**src/rtl/cordic_ctrl_if.sv**
```systemverilog
// cordic_ctrl_if -- bundles the request and result signals of cordic_ctrl.
//
// Handshake: a request is accepted on the rising edge where start = 1 and
// busy = 0. busy stays high from the accepting edge until the edge that
// leaves DONE. done pulses for exactly one cycle, and x_out/y_out/z_out are
// valid in that cycle. The outputs then hold until the next completion.
// A start raised while busy = 1 is dropped and is not queued.
//
// Signals:
//   start            request a rotation (sampled only while idle)
//   x_in, y_in       signed 19-bit initial vector
//   z_in             signed 9-bit target angle, 1 LSB = 1 degree
//   busy, done       status, see handshake above
//   x_out, y_out     signed 19-bit rotated vector (registered)
//   z_out            signed 9-bit residual angle (registered)
//   dbg_state        FSM state encoding (0 IDLE, 1 RUN, 2 DONE)
//   dbg_iter         current iteration index
interface cordic_ctrl_if;
  logic               start;
  logic signed [18:0] x_in;
  logic signed [18:0] y_in;
  logic signed [8:0]  z_in;
  logic               busy;
  logic               done;
  logic signed [18:0] x_out;
  logic signed [18:0] y_out;
  logic signed [8:0]  z_out;
  logic [1:0]         dbg_state;
  logic [2:0]         dbg_iter;

  modport master (
    output start, x_in, y_in, z_in,
    input  busy, done, x_out, y_out, z_out, dbg_state, dbg_iter
  );

  modport slave (
    input  start, x_in, y_in, z_in,
    output busy, done, x_out, y_out, z_out, dbg_state, dbg_iter
  );
endinterface

```
**src/rtl/cordic_ctrl.sv**
```systemverilog
// cordic_ctrl -- iterative CORDIC rotator in degrees.
//
// A single add/shift stage is reused for 8 iterations (i = 0..7). Each
// iteration rotates the working vector toward the target angle by
// +/- atan(2^-i). x and y wrap modulo 2^19 and z wraps modulo 2^9; nothing
// saturates. Results are copied to the output registers on the last
// iteration and then held.
//
// Ports:
//   clk  rising-edge clock
//   rst  asynchronous active-high reset
//   bus  cordic_ctrl_if.slave (start/x_in/y_in/z_in in,
//        busy/done/x_out/y_out/z_out/dbg_state/dbg_iter out)
module cordic_ctrl (
  input  logic           clk,
  input  logic           rst,
  cordic_ctrl_if.slave   bus
);

  typedef enum logic [1:0] {
    IDLE = 2'd0,
    RUN  = 2'd1,
    DONE = 2'd2
  } state_t;

  state_t             state_q, state_d;
  logic [2:0]         iter_q, iter_d;
  logic signed [18:0] x_q, x_d;
  logic signed [18:0] y_q, y_d;
  logic signed [8:0]  z_q, z_d;
  logic signed [18:0] xo_q, xo_d;
  logic signed [18:0] yo_q, yo_d;
  logic signed [8:0]  zo_q, zo_d;

  // Shared single-iteration datapath.
  logic signed [18:0] x_sh, y_sh;
  logic signed [18:0] x_nx, y_nx;
  logic signed [8:0]  z_nx;
  logic signed [8:0]  atan_v;

  always_comb begin
    atan_v = 9'sd0;
    case (iter_q)
      3'd0: atan_v = 9'sd45;
      3'd1: atan_v = 9'sd27;
      3'd2: atan_v = 9'sd14;
      3'd3: atan_v = 9'sd7;
      3'd4: atan_v = 9'sd4;
      3'd5: atan_v = 9'sd2;
      3'd6: atan_v = 9'sd1;
      3'd7: atan_v = 9'sd0;
      default: atan_v = 9'sd0;
    endcase
  end

  // Both shifts use the pre-update x and y.
  assign x_sh = x_q >>> iter_q;
  assign y_sh = y_q >>> iter_q;

  always_comb begin
    x_nx = x_q;
    y_nx = y_q;
    z_nx = z_q;
    if (z_q[8]) begin
      x_nx = x_q + y_sh;
      y_nx = y_q - x_sh;
      z_nx = z_q + atan_v;
    end else begin
      x_nx = x_q - y_sh;
      y_nx = y_q + x_sh;
      z_nx = z_q - atan_v;
    end
  end

  // Next-state and register updates.
  always_comb begin
    state_d = state_q;
    iter_d  = iter_q;
    x_d     = x_q;
    y_d     = y_q;
    z_d     = z_q;
    xo_d    = xo_q;
    yo_d    = yo_q;
    zo_d    = zo_q;
    case (state_q)
      IDLE: begin
        if (bus.start) begin
          x_d     = bus.x_in;
          y_d     = bus.y_in;
          z_d     = bus.z_in;
          iter_d  = 3'd0;
          state_d = RUN;
        end
      end
      RUN: begin
        x_d = x_nx;
        y_d = y_nx;
        z_d = z_nx;
        if (iter_q == 3'd7) begin
          // Last iteration: publish results; counter parks at 0 rather
          // than wrapping into another pass.
          xo_d    = x_nx;
          yo_d    = y_nx;
          zo_d    = z_nx;
          iter_d  = 3'd0;
          state_d = DONE;
        end else begin
          iter_d = iter_q + 3'd1;
        end
      end
      DONE: begin
        state_d = IDLE;
      end
      default: begin
        state_d = IDLE;
      end
    endcase
  end

  always_ff @(posedge clk or posedge rst) begin
    if (rst) begin
      state_q <= IDLE;
      iter_q  <= 3'd0;
      x_q     <= 19'sd0;
      y_q     <= 19'sd0;
      z_q     <= 9'sd0;
      xo_q    <= 19'sd0;
      yo_q    <= 19'sd0;
      zo_q    <= 9'sd0;
    end else begin
      state_q <= state_d;
      iter_q  <= iter_d;
      x_q     <= x_d;
      y_q     <= y_d;
      z_q     <= z_d;
      xo_q    <= xo_d;
      yo_q    <= yo_d;
      zo_q    <= zo_d;
    end
  end

  assign bus.busy      = (state_q != IDLE);
  assign bus.done      = (state_q == DONE);
  assign bus.x_out     = xo_q;
  assign bus.y_out     = yo_q;
  assign bus.z_out     = zo_q;
  assign bus.dbg_state = state_q;
  assign bus.dbg_iter  = iter_q;

endmodule
```
**src/flat_wrapper.sv**
```systemverilog
// flat-port wrapper written by rule: the top's interface ports become plain ports
module cordic_ctrl_flat 
  (clk, rst, bus_start, bus_x_in, bus_y_in, bus_z_in, bus_busy, bus_done, bus_x_out, bus_y_out, bus_z_out, bus_dbg_state, bus_dbg_iter);
  cordic_ctrl_if bus_i ();
  input  logic clk;
  input  logic rst;
  input wire logic [$bits(bus_i.start)-1:0] bus_start;
  input wire logic [$bits(bus_i.x_in)-1:0] bus_x_in;
  input wire logic [$bits(bus_i.y_in)-1:0] bus_y_in;
  input wire logic [$bits(bus_i.z_in)-1:0] bus_z_in;
  output wire logic [$bits(bus_i.busy)-1:0] bus_busy;
  output wire logic [$bits(bus_i.done)-1:0] bus_done;
  output wire logic [$bits(bus_i.x_out)-1:0] bus_x_out;
  output wire logic [$bits(bus_i.y_out)-1:0] bus_y_out;
  output wire logic [$bits(bus_i.z_out)-1:0] bus_z_out;
  output wire logic [$bits(bus_i.dbg_state)-1:0] bus_dbg_state;
  output wire logic [$bits(bus_i.dbg_iter)-1:0] bus_dbg_iter;
  assign bus_i.start = bus_start;
  assign bus_i.x_in = bus_x_in;
  assign bus_i.y_in = bus_y_in;
  assign bus_i.z_in = bus_z_in;
  assign bus_busy = bus_i.busy;
  assign bus_done = bus_i.done;
  assign bus_x_out = bus_i.x_out;
  assign bus_y_out = bus_i.y_out;
  assign bus_z_out = bus_i.z_out;
  assign bus_dbg_state = bus_i.dbg_state;
  assign bus_dbg_iter = bus_i.dbg_iter;
  cordic_ctrl u_core (.clk(clk), .rst(rst), .bus(bus_i));
endmodule
```
**config.mk**
```make
export PLATFORM = sky130hd
export DESIGN_NAME = cordic_ctrl_flat
export DESIGN_NICKNAME = d
export VERILOG_FILES = /design/src/rtl/cordic_ctrl_if.sv /design/src/rtl/cordic_ctrl.sv /design/src/flat_wrapper.sv
export SDC_FILE = /design/constraint.sdc
export NUM_CORES = 1
export LEC_CHECK = 0
export CORE_AREA = 2 2 149 151
export CTS_CLUSTER_DIAMETER = 80
export DETAILED_ROUTE_END_ITERATION = 12
export DIE_AREA = 0 0 151 153
export GPL_ROUTABILITY_DRIVEN = 0
export PLACE_DENSITY_LB_ADDON = 0.08
export SYNTH_ARGS = -nofsm -noshare
export SYNTH_HDL_FRONTEND = slang
export SYNTH_SLANG_ARGS = --single-unit
```
**constraint.sdc**
```tcl
create_clock -name clk -period 7.4 [get_ports clk]
set_input_delay 2.22 -clock clk [delete_from_list [all_inputs] [get_ports clk]]
set_output_delay 2.22 -clock clk [all_outputs]
set_load 0.05 [all_outputs]
```
==> metrics.cfg, run 1 <==
[clock_network]
cts_root_buffer = clkbuf_16
h-tree-depth = 3
insertion_delay_ps = 370
cts_hold_buffers = 0
clockBufferDepth = 2
ctsResizeCount = 0
numCtsBuffers = 9
cts_tree = done
cts.sinks = 99
cts.clk_slew.worst_paths_ps = 80
post_cts_buffers = 0

[setup_path]
rr_worst_depth = 15
worst_ep_arrival_time_ps = 5400
cp.required_ps = 7590
rr_endpoint = u_core.x_q[17]$_DFFE_PP0P_
path_class = register to register
start_kind = register
r2r_setup_slack_ps = 2190
path_max_fanout = 36
reg2reg_from = u_core.bus.dbg_iter[0]$_DFFE_PP0P_
cp-end-kind = register

[logic_synthesis]
ys.flop_type = dfrtp_1
ys_types = 66
async_flop_share_pct = 100
synth_seq_cells = 99
synth-edff-count = 0
ys_warn_count = 0
ys_seq_area_share_pct = 29.3
synth_area_per_cell_um2 = 8.29
netlist_instances = 1021
syn_area_mm2 = 0.00847
synth_nets = 1128

[floorplan]
dieArea_mm2 = 0.0231
io_pins = 104
row_count = 54
die_x_um = 151
initial_core_util_pct = 39.4
fp.dieH_um = 153
core-area_mm2 = 0.0215

[sta]
max_slew_margin_pct = 35.3
slew_violations = 0
period_minus_slack_ps = 5210
period_share_pct = 70.4
tightest_slew_ps = 971
hold_viol = 0
tns_ps = 0
finalSetupViolations = 0
rsz0062_at_grt = false
fmax_ghz = 0.192
fin_skew_ps = 13.8

[grt]
grt_pass1_wl_mm = 38.7
grt_max_degree = 75
use_met2_pct = 33.0
global_route.peak_usage_layer = met2
grt_usage_pct = 21.2
globalRouteOverflowTotal = 0
first_global_vias = 7306
antenna_found_initial = 0
use_met3_pct = 2.33
grtUsageMet1_pct = 31.1

[drt]
drt_iter0_drc = 316
drc_errors = 0
vias_per_cell = 5.51
antenna_left = 0
dr.pass1.iters = 4
wl_mm = 24.0
wl_per_cell_um = 17.6
vias = 7521

[flow_run]
cap_viol_max_count = 0

[placement]
io_buffers = 103
dp_hpwl_mm = 17.5

[finish]
layout.nets = 1188
syn_to_final_growth_pct = 18.1
antenna_cells = 0
drive_gt1_share_pct = 7.18

[hold_path]
hp-class = register to register
min_from = u_core.bus.x_out[11]$_DFFE_PP0P_
hold_path_depth = 2
min_to = u_core.bus.x_out[11]$_DFFE_PP0P_

[status]
status = completed

[kinds of logic after synthesis]
group | count (synthesis) | synth area share (%)
multiplexers | 73 | 10.4
AO/OA/AOI/OAI | 331 | 23.6
buffers and inverters | 92 | 4.29
XOR/XNOR | 78 | 8.23
flip-flops | 99 | 29.3
adder cells (fa/ha/maj) | 57 | 8.69
AND/OR/NAND/NOR | 291 | 15.5
[placed cells by master (no fill, tap or decap), types with 10 or more instances in the layout]
| cell type | netlist | layout |
|---|---|---|
| a31oi_1 | 14 | 14 |
| buf_4 | 1 | 11 |
| ha_1 | 54 | 54 |
| o21ai_0 | 95 | 95 |
| xnor2_1 | 40 | 40 |
| mux2_2 | 29 | 29 |
| a211oi_1 | 13 | 13 |
| clkdlybuf4s50_1 | 0 | 103 |
| o21a_1 | 10 | 10 |
| inv_1 | 26 | 25 |
| nand2_1 | 124 | 123 |
| a21o_1 | 17 | 17 |
| o22a_1 | 11 | 11 |
| mux2i_1 | 35 | 35 |
| nor3b_1 | 12 | 12 |
| a21oi_1 | 111 | 111 |
| dfrtp_1 | 99 | 97 |
| nor2_1 | 85 | 84 |
| xor2_1 | 37 | 37 |
[cell usage after synthesis, types with 11 or more instances]
cell	count	area [um^2]
mux2_2	29	327
buf_1	12	45.0
o21ai_0	95	475
a21o_1	17	128
dfrtp_1	99	2480
nand2_1	124	465
nor2_1	85	319
mux2i_1	35	350
clkbuf_1	46	173
a31oi_1	14	87.6
xor2_1	37	324
a211oi_1	13	97.6
a21oi_1	111	556
inv_1	26	97.6
ha_1	54	676
xnor2_1	40	350
nor3b_1	12	90.1
o22a_1	11	96.3
[layer usage]
metal,routed length [um],vias up
met1,12100,3588
met3,660,20
met5,0,-
met2,10900,125
li1,-,3788
met4,342,0
[metrics by stage]
| step | worst slack (ps) | hold WS (ps) | utilization [%] | cells | instance area (um^2) |
|---|---|---|---|---|---|
| floorplan | 1870 | 456 | - | 1021 | 8470 |
| global placement | 2300 | 459 | 45.1 | 1350 | 9680 |
| detailed placement | 2270 | 463 | 45.1 | 1350 | 9680 |
| CTS | 2240 | 485 | 46.5 | 1366 | 10000 |
| global route | 1750 | 503 | 46.5 | 1366 | 10000 |
| finish | 2190 | 475 | 46.5 | 1366 | 10000 |
[worst max-delay path: stages (launching register included)]
cell and delay [ps]:
dfrtp_2 780, buf_4 490, mux4_2 580, a21oi_1 320
nand3_1 210, nor4_1 500, a21oi_1 160, xor2_1 160
ha_1 360, a21o_1 200, a21o_1 170, a21oi_1 170
nor2_1 70, a2111oi_0 500, xor2_1 240, o221ai_1 120
[flip-flops by register name (all words and copies together), names as in the netlist]
name	cells
u_core.bus.y_out	19
u_core.bus.dbg_iter	3
u_core.y_q	19
u_core.bus.x_out	19
u_core.z_q	9
u_core.bus.dbg_state	2
u_core.bus.z_out	9
u_core.x_q	19
[worst max path at each step]
| stage | start | to | slack, ps |
|---|---|---|---|
| finish | u_core.bus.dbg_iter[0]$_DFFE_PP0P_ | u_core.x_q[17]$_DFFE_PP0P_ | 2190 |
| global route | u_core.bus.dbg_iter[0]$_DFFE_PP0P_ | u_core.x_q[17]$_DFFE_PP0P_ | 1750 |
| CTS | u_core.bus.dbg_iter[0]$_DFFE_PP0P_ | u_core.x_q[17]$_DFFE_PP0P_ | 2240 |
| detailed placement | u_core.bus.dbg_iter[0]$_DFFE_PP0P_ | u_core.x_q[17]$_DFFE_PP0P_ | 2270 |
| global placement | u_core.bus.dbg_iter[0]$_DFFE_PP0P_ | u_core.x_q[17]$_DFFE_PP0P_ | 2300 |
| floorplan | u_core.bus.dbg_iter[0]$_DFFE_PP0P_ | u_core.x_q[17]$_DFFE_PP0P_ | 1870 |
[layout make-up]
class | count | area [um^2]
clock buffer | 10 | 239
multi-input combinational | 830 | 5630
clock inverter | 6 | 77.6
inverter | 27 | 104
tap | 280 | 350
fill | 2189 | 11500
timing repair buffer | 114 | 1110
sequential | 99 | 2480
Power of run 1 is not shown: default switching activity piles up to over one toggle a cycle in this logic, so the estimate is an artifact.
==> inputs of run 2 (changes only) <==
clock period = 4.78 ns   (was 7.4 ns; I/O delays follow)
==> run 2 against run 1 <==
- register-to-register slack worse by 1800 ps
- hold slack better by 3.6 ps
- core utilization grew 0.93 points
- flip-flop and latch count stayed put
- die area unchanged
- cell area increased by 2.0%
- largest cell class unchanged
- highest routed layer unchanged
==> metrics.cfg, run 2 (same netlist as run 1, synthesis figures left out) <==
[status]
status = completed

[floorplan]
core-area_mm2 = 0.0215
dieArea_mm2 = 0.0231
io_pins = 104
fp.dieH_um = 153
row_count = 54
initial_core_util_pct = 39.4
die_x_um = 151

[grt]
grt_pass1_wl_mm = 39.5
antenna_found_initial = 0
first_global_vias = 7527
grt_usage_pct = 21.6
grt_max_degree = 54
globalRouteOverflowTotal = 0

[finish]
fin_area_mm2 = 0.0102
multi_input_area_mm2 = 0.00567
syn_to_final_growth_pct = 20.5
final_common_cell = nand2_1
drive_gt1_share_pct = 9.67
layout_common_cells = nand2_1, a21oi_1, clkdlybuf4s50_1
seqCellArea_mm2 = 0.00248
antenna_cells = 0
fillers = 2171
layout.nets = 1209

[clock_network]
h-tree-depth = 3
insertion_delay_ps = 360
cts_hold_buffers = 0
numCtsBuffers = 9
cts.clk_slew.worst_paths_ps = 70
cts_root_buffer = clkbuf_16
cts_tree = done
clockBufferDepth = 2
cts.sinks = 99

[sta]
slew_violations = 0
period_share_pct = 92.6
worst_slack_ps = 353
fmax_ghz = 0.226
period_minus_slack_ps = 4430
max_slew_margin_pct = 34.9
hold_viol = 0
rsz0062_at_grt = false
fin_skew_ps = 9.28
finalSetupViolations = 0
tightest_slew_ps = 976
timing.hold.ws_ps = 479

[drt]
vias_per_cell = 5.48
vias = 7606
drt_iter0_drc = 331
wl_mm = 24.4
antenna_left = 0
dr.pass1.iters = 5
wl_per_cell_um = 17.6
drc_errors = 0

[setup_path]
crit_chain = buf_12, mux4_2, nand2_1, o31a_1, ha_1, nand3_1, o21ai_0, xnor2_1, ha_1, nand4_1, nor2_1, a211oi_1, a21oi_1, and4_1, a2111oi_2, xor2_1, o221ai_1
path_class = register to register
cp-end-kind = register
cp_slowest_cell = dfrtp_4
worst_ep_arrival_time_ps = 4620
cpMostUsedCell = ha_1
start_kind = register
cp.required_ps = 4970
slowest_delay_ps = 550
path_max_fanout = 29

[placement]
dp_hpwl_mm = 18.3
post-place-ws_ps = 296
io_buffers = 103
dpl-instance-area_mm2 = 0.00982

[hold_path]
hp-class = register to register

[flow_run]
cap_viol_max_count = 0

==> run 2: changes by cell type in the layout (fill, tap and decap cells not counted), sizes merged <==
cell,before,now
buf,11,32
bufinv,1,0
clkinv,0,2
clkinvlp,1,3
inv,31,28
==> run 2: layer usage <==
metal / wire, um / track usage [%]
met4: 233 / 4.54
met5: 0 / 0
met3: 732 / 2.90
met2: 11200 / 33.7
met1: 12300 / 31.8
==> run 2: worst max-delay path, delay by kind of cell, from the launching register on <==
kind	cells	cell delay, ps
AO/OA/AOI/OAI	6	1410
AND/OR/NAND/NOR	5	770
adder cells (fa/ha/maj)	2	590
flip-flops	1	550
XOR/XNOR	2	390
multiplexers	1	320
buffers and inverters	1	210
==> run 2: cell type report <==
type                       instances  area share (%)
multi-input combinational        830            55.6
sequential                        99            24.4
clock buffer                      10            2.34
inverter                          27            1.06
tap                              280            3.44
clock inverter                     6           0.479
timing repair buffer             135            12.7
==> run 2: per-stage QoR <==
step,std cells,utilization (%),TNS [ps]
finish,1387,47.5,0
global route,1387,47.5,0
CTS,1380,47.0,0
detailed placement,1364,45.7,0
global placement,1364,45.7,0
floorplan,1021,-,-23.8
==> run 2: path summary, 6_finish.rpt <==
path	start	cells past startpoint	slack [ps]	endpoint
max in group asynchronous	rst	3	2540	u_core.bus.x_out[12]$_DFFE_PP0P_
worst min register to register	u_core.bus.x_out[15]$_DFFE_PP0P_	2	480	u_core.bus.x_out[15]$_DFFE_PP0P_
min in group asynchronous	rst	2	1500	u_core.z_q[3]$_DFFE_PP0P_
worst min-delay path	u_core.bus.x_out[15]$_DFFE_PP0P_	2	480	u_core.bus.x_out[15]$_DFFE_PP0P_
worst max register to register	u_core.bus.dbg_iter[1]$_DFFE_PP0P_	17	350	u_core.x_q[17]$_DFFE_PP0P_
worst max-delay path	u_core.bus.dbg_iter[1]$_DFFE_PP0P_	17	350	u_core.x_q[17]$_DFFE_PP0P_
==> run 2: repair_timing <==
| action | 4_1_cts | 5_1_grt |
|---|---|---|
| endpoints found under the setup margin | 0 | 10 |
| setup buffers | 0 | 7 |
| resized for setup | 0 | 10 |
| hold endpoints to repair | 0 | 0 |
Power of run 2 is left out for the same reason.
==> inputs of run 3 (changes only) <==
CAP_MARGIN = 15   (was not set)
PLACE_DENSITY_LB_ADDON = not set   (was 0.08)
==> run 3 against run 2 <==
- non-clock buffer count is 7 lower
- first-iteration DRC count grew 18%
- global-route usage is 0.37 points lower
- register-to-register slack hardly changed
- worst setup slack worse by 1.7 ps
- sequential share of layout area is 0.22 points higher
- hold slack is essentially flat
- cell area down 0.91%
- via count up 1.2%
- routed wire length down 2.4%
- critical endpoint is now u_core.bus.y_out[18]$_DFFE_PP0P_
- largest cell class unchanged
==> metrics.cfg, run 3 (same netlist as run 1, synthesis figures left out) <==
[grt]
antenna_found_initial = 0
globalRouteOverflowTotal = 0
first_global_vias = 7464
grt_pass1_wl_mm = 39.2
grt_max_degree = 74
grt_usage_pct = 21.2

[setup_path]
path_max_fanout = 19
cp.required_ps = 5030
start_kind = register
critPathLaunch = u_core.bus.dbg_iter[1]$_DFFE_PP0P_
path_class = register to register
worst_ep_arrival_time_ps = 4670
reg2reg_from = u_core.bus.dbg_iter[1]$_DFFE_PP0P_
cp-end-kind = register

[placement]
dp_hpwl_mm = 17.8
io_buffers = 103
post-place-ws_ps = 168
dp.cells = 1364

[clock_network]
cts.clk_slew.worst_paths_ps = 70
h-tree-depth = 3
numCtsBuffers = 9
post_cts_buffers = 0
insertion_delay_ps = 360
ctsResizeCount = 0
cts_hold_buffers = 0
cts_tree = done
cts_root_buffer = clkbuf_16
clockBufferDepth = 2
cts.sinks = 99

[floorplan]
fp.dieH_um = 153
io_pins = 104
core-area_mm2 = 0.0215
dieArea_mm2 = 0.0231
die_x_um = 151
row_count = 54
initial_core_util_pct = 39.4

[drt]
wl_mm = 23.8
dr.pass1.iters = 4
wl_per_cell_um = 17.3
drt_iter0_drc = 392
vias_per_cell = 5.58
antenna_left = 0
drc_errors = 0
vias = 7698

[hold_path]
min_from = u_core.bus.x_out[10]$_DFFE_PP0P_
hp-class = register to register

[sta]
period_minus_slack_ps = 4430
fin_skew_ps = 9.19
finalSetupViolations = 0
max_slew_margin_pct = 38.4
slew_violations = 0
period_share_pct = 92.7
rsz0062_at_grt = false
fmax_ghz = 0.226
hold_viol = 0
tightest_slew_ps = 925
worst_slack_ps = 351

[flow_run]
cap_viol_max_count = 0

[finish]
multi_input_area_mm2 = 0.00565
fillers = 2156
final_common_cell = nand2_1
layout.nets = 1202
seqCellArea_mm2 = 0.00248
antenna_cells = 0
instances_no_fill = 1380
drive_gt1_share_pct = 8.64
layout_common_cells = nand2_1, a21oi_1, clkdlybuf4s50_1
syn_to_final_growth_pct = 19.4

[status]
status = completed

-- run 3: metrics by stage --
stage / hold slack (ps) / TNS [ps] / utilization, % / area, um^2
3_5_place_dp: 462 / 0 / 45.6 / 9810
6_report: 479 / 0 / 47.0 / 10100
2_1_floorplan: 456 / -23.8 / - / 8490
4_1_cts: 487 / 0 / 46.9 / 10100
5_1_grt: 505 / 0 / 47.0 / 10100
3_3_place_gp: 461 / 0 / 45.6 / 9810
-- run 3: worst max-delay path: stages, from the launching register on --
cell and delay, ps:
dfrtp_4 590, buf_4 180, or2_2 340, o22a_1 190, o21a_1 160, and3_1 200
a31oi_1 330, nor2_1 120, xnor2_1 150, ha_1 380, a21o_1 190, a21oi_1 180
o2111ai_1 130, nand2_1 140, o221ai_1 180, o41ai_1 370, xnor3_1 290, nand2_1 140
nand2_1 70
-- run 3: area by class of cell --
type	count	area share, %
well taps	280	3.47
clock inverters	5	0.371
inverters	27	1.03
multi-input cells	830	55.9
repair buffers	128	12.2
clock buffers	11	2.40
flip-flops and latches	99	24.6
-- run 3: final timing paths --
check	slack, ps	cells past startpoint	to
max	350	18	u_core.bus.y_out[18]$_DFFE_PP0P_
min	480	2	u_core.bus.x_out[10]$_DFFE_PP0P_
max reg2reg	350	18	u_core.bus.y_out[18]$_DFFE_PP0P_
min reg2reg	480	2	u_core.bus.x_out[10]$_DFFE_PP0P_
max in group asynchronous	2510	3	u_core.bus.dbg_iter[2]$_DFFE_PP0P_
min in group asynchronous	1540	2	u_core.bus.z_out[3]$_DFFE_PP0P_
-- run 3: layer usage --
metal  share of wire, %  wire length (um)  track usage, %
met1                 50             11900            31.4
met2                 45             10800            33.2
met3                3.4               802            2.54
met4                1.1               271            4.45
met5                  0                 0               0
Power of run 3 is left out for the same reason.
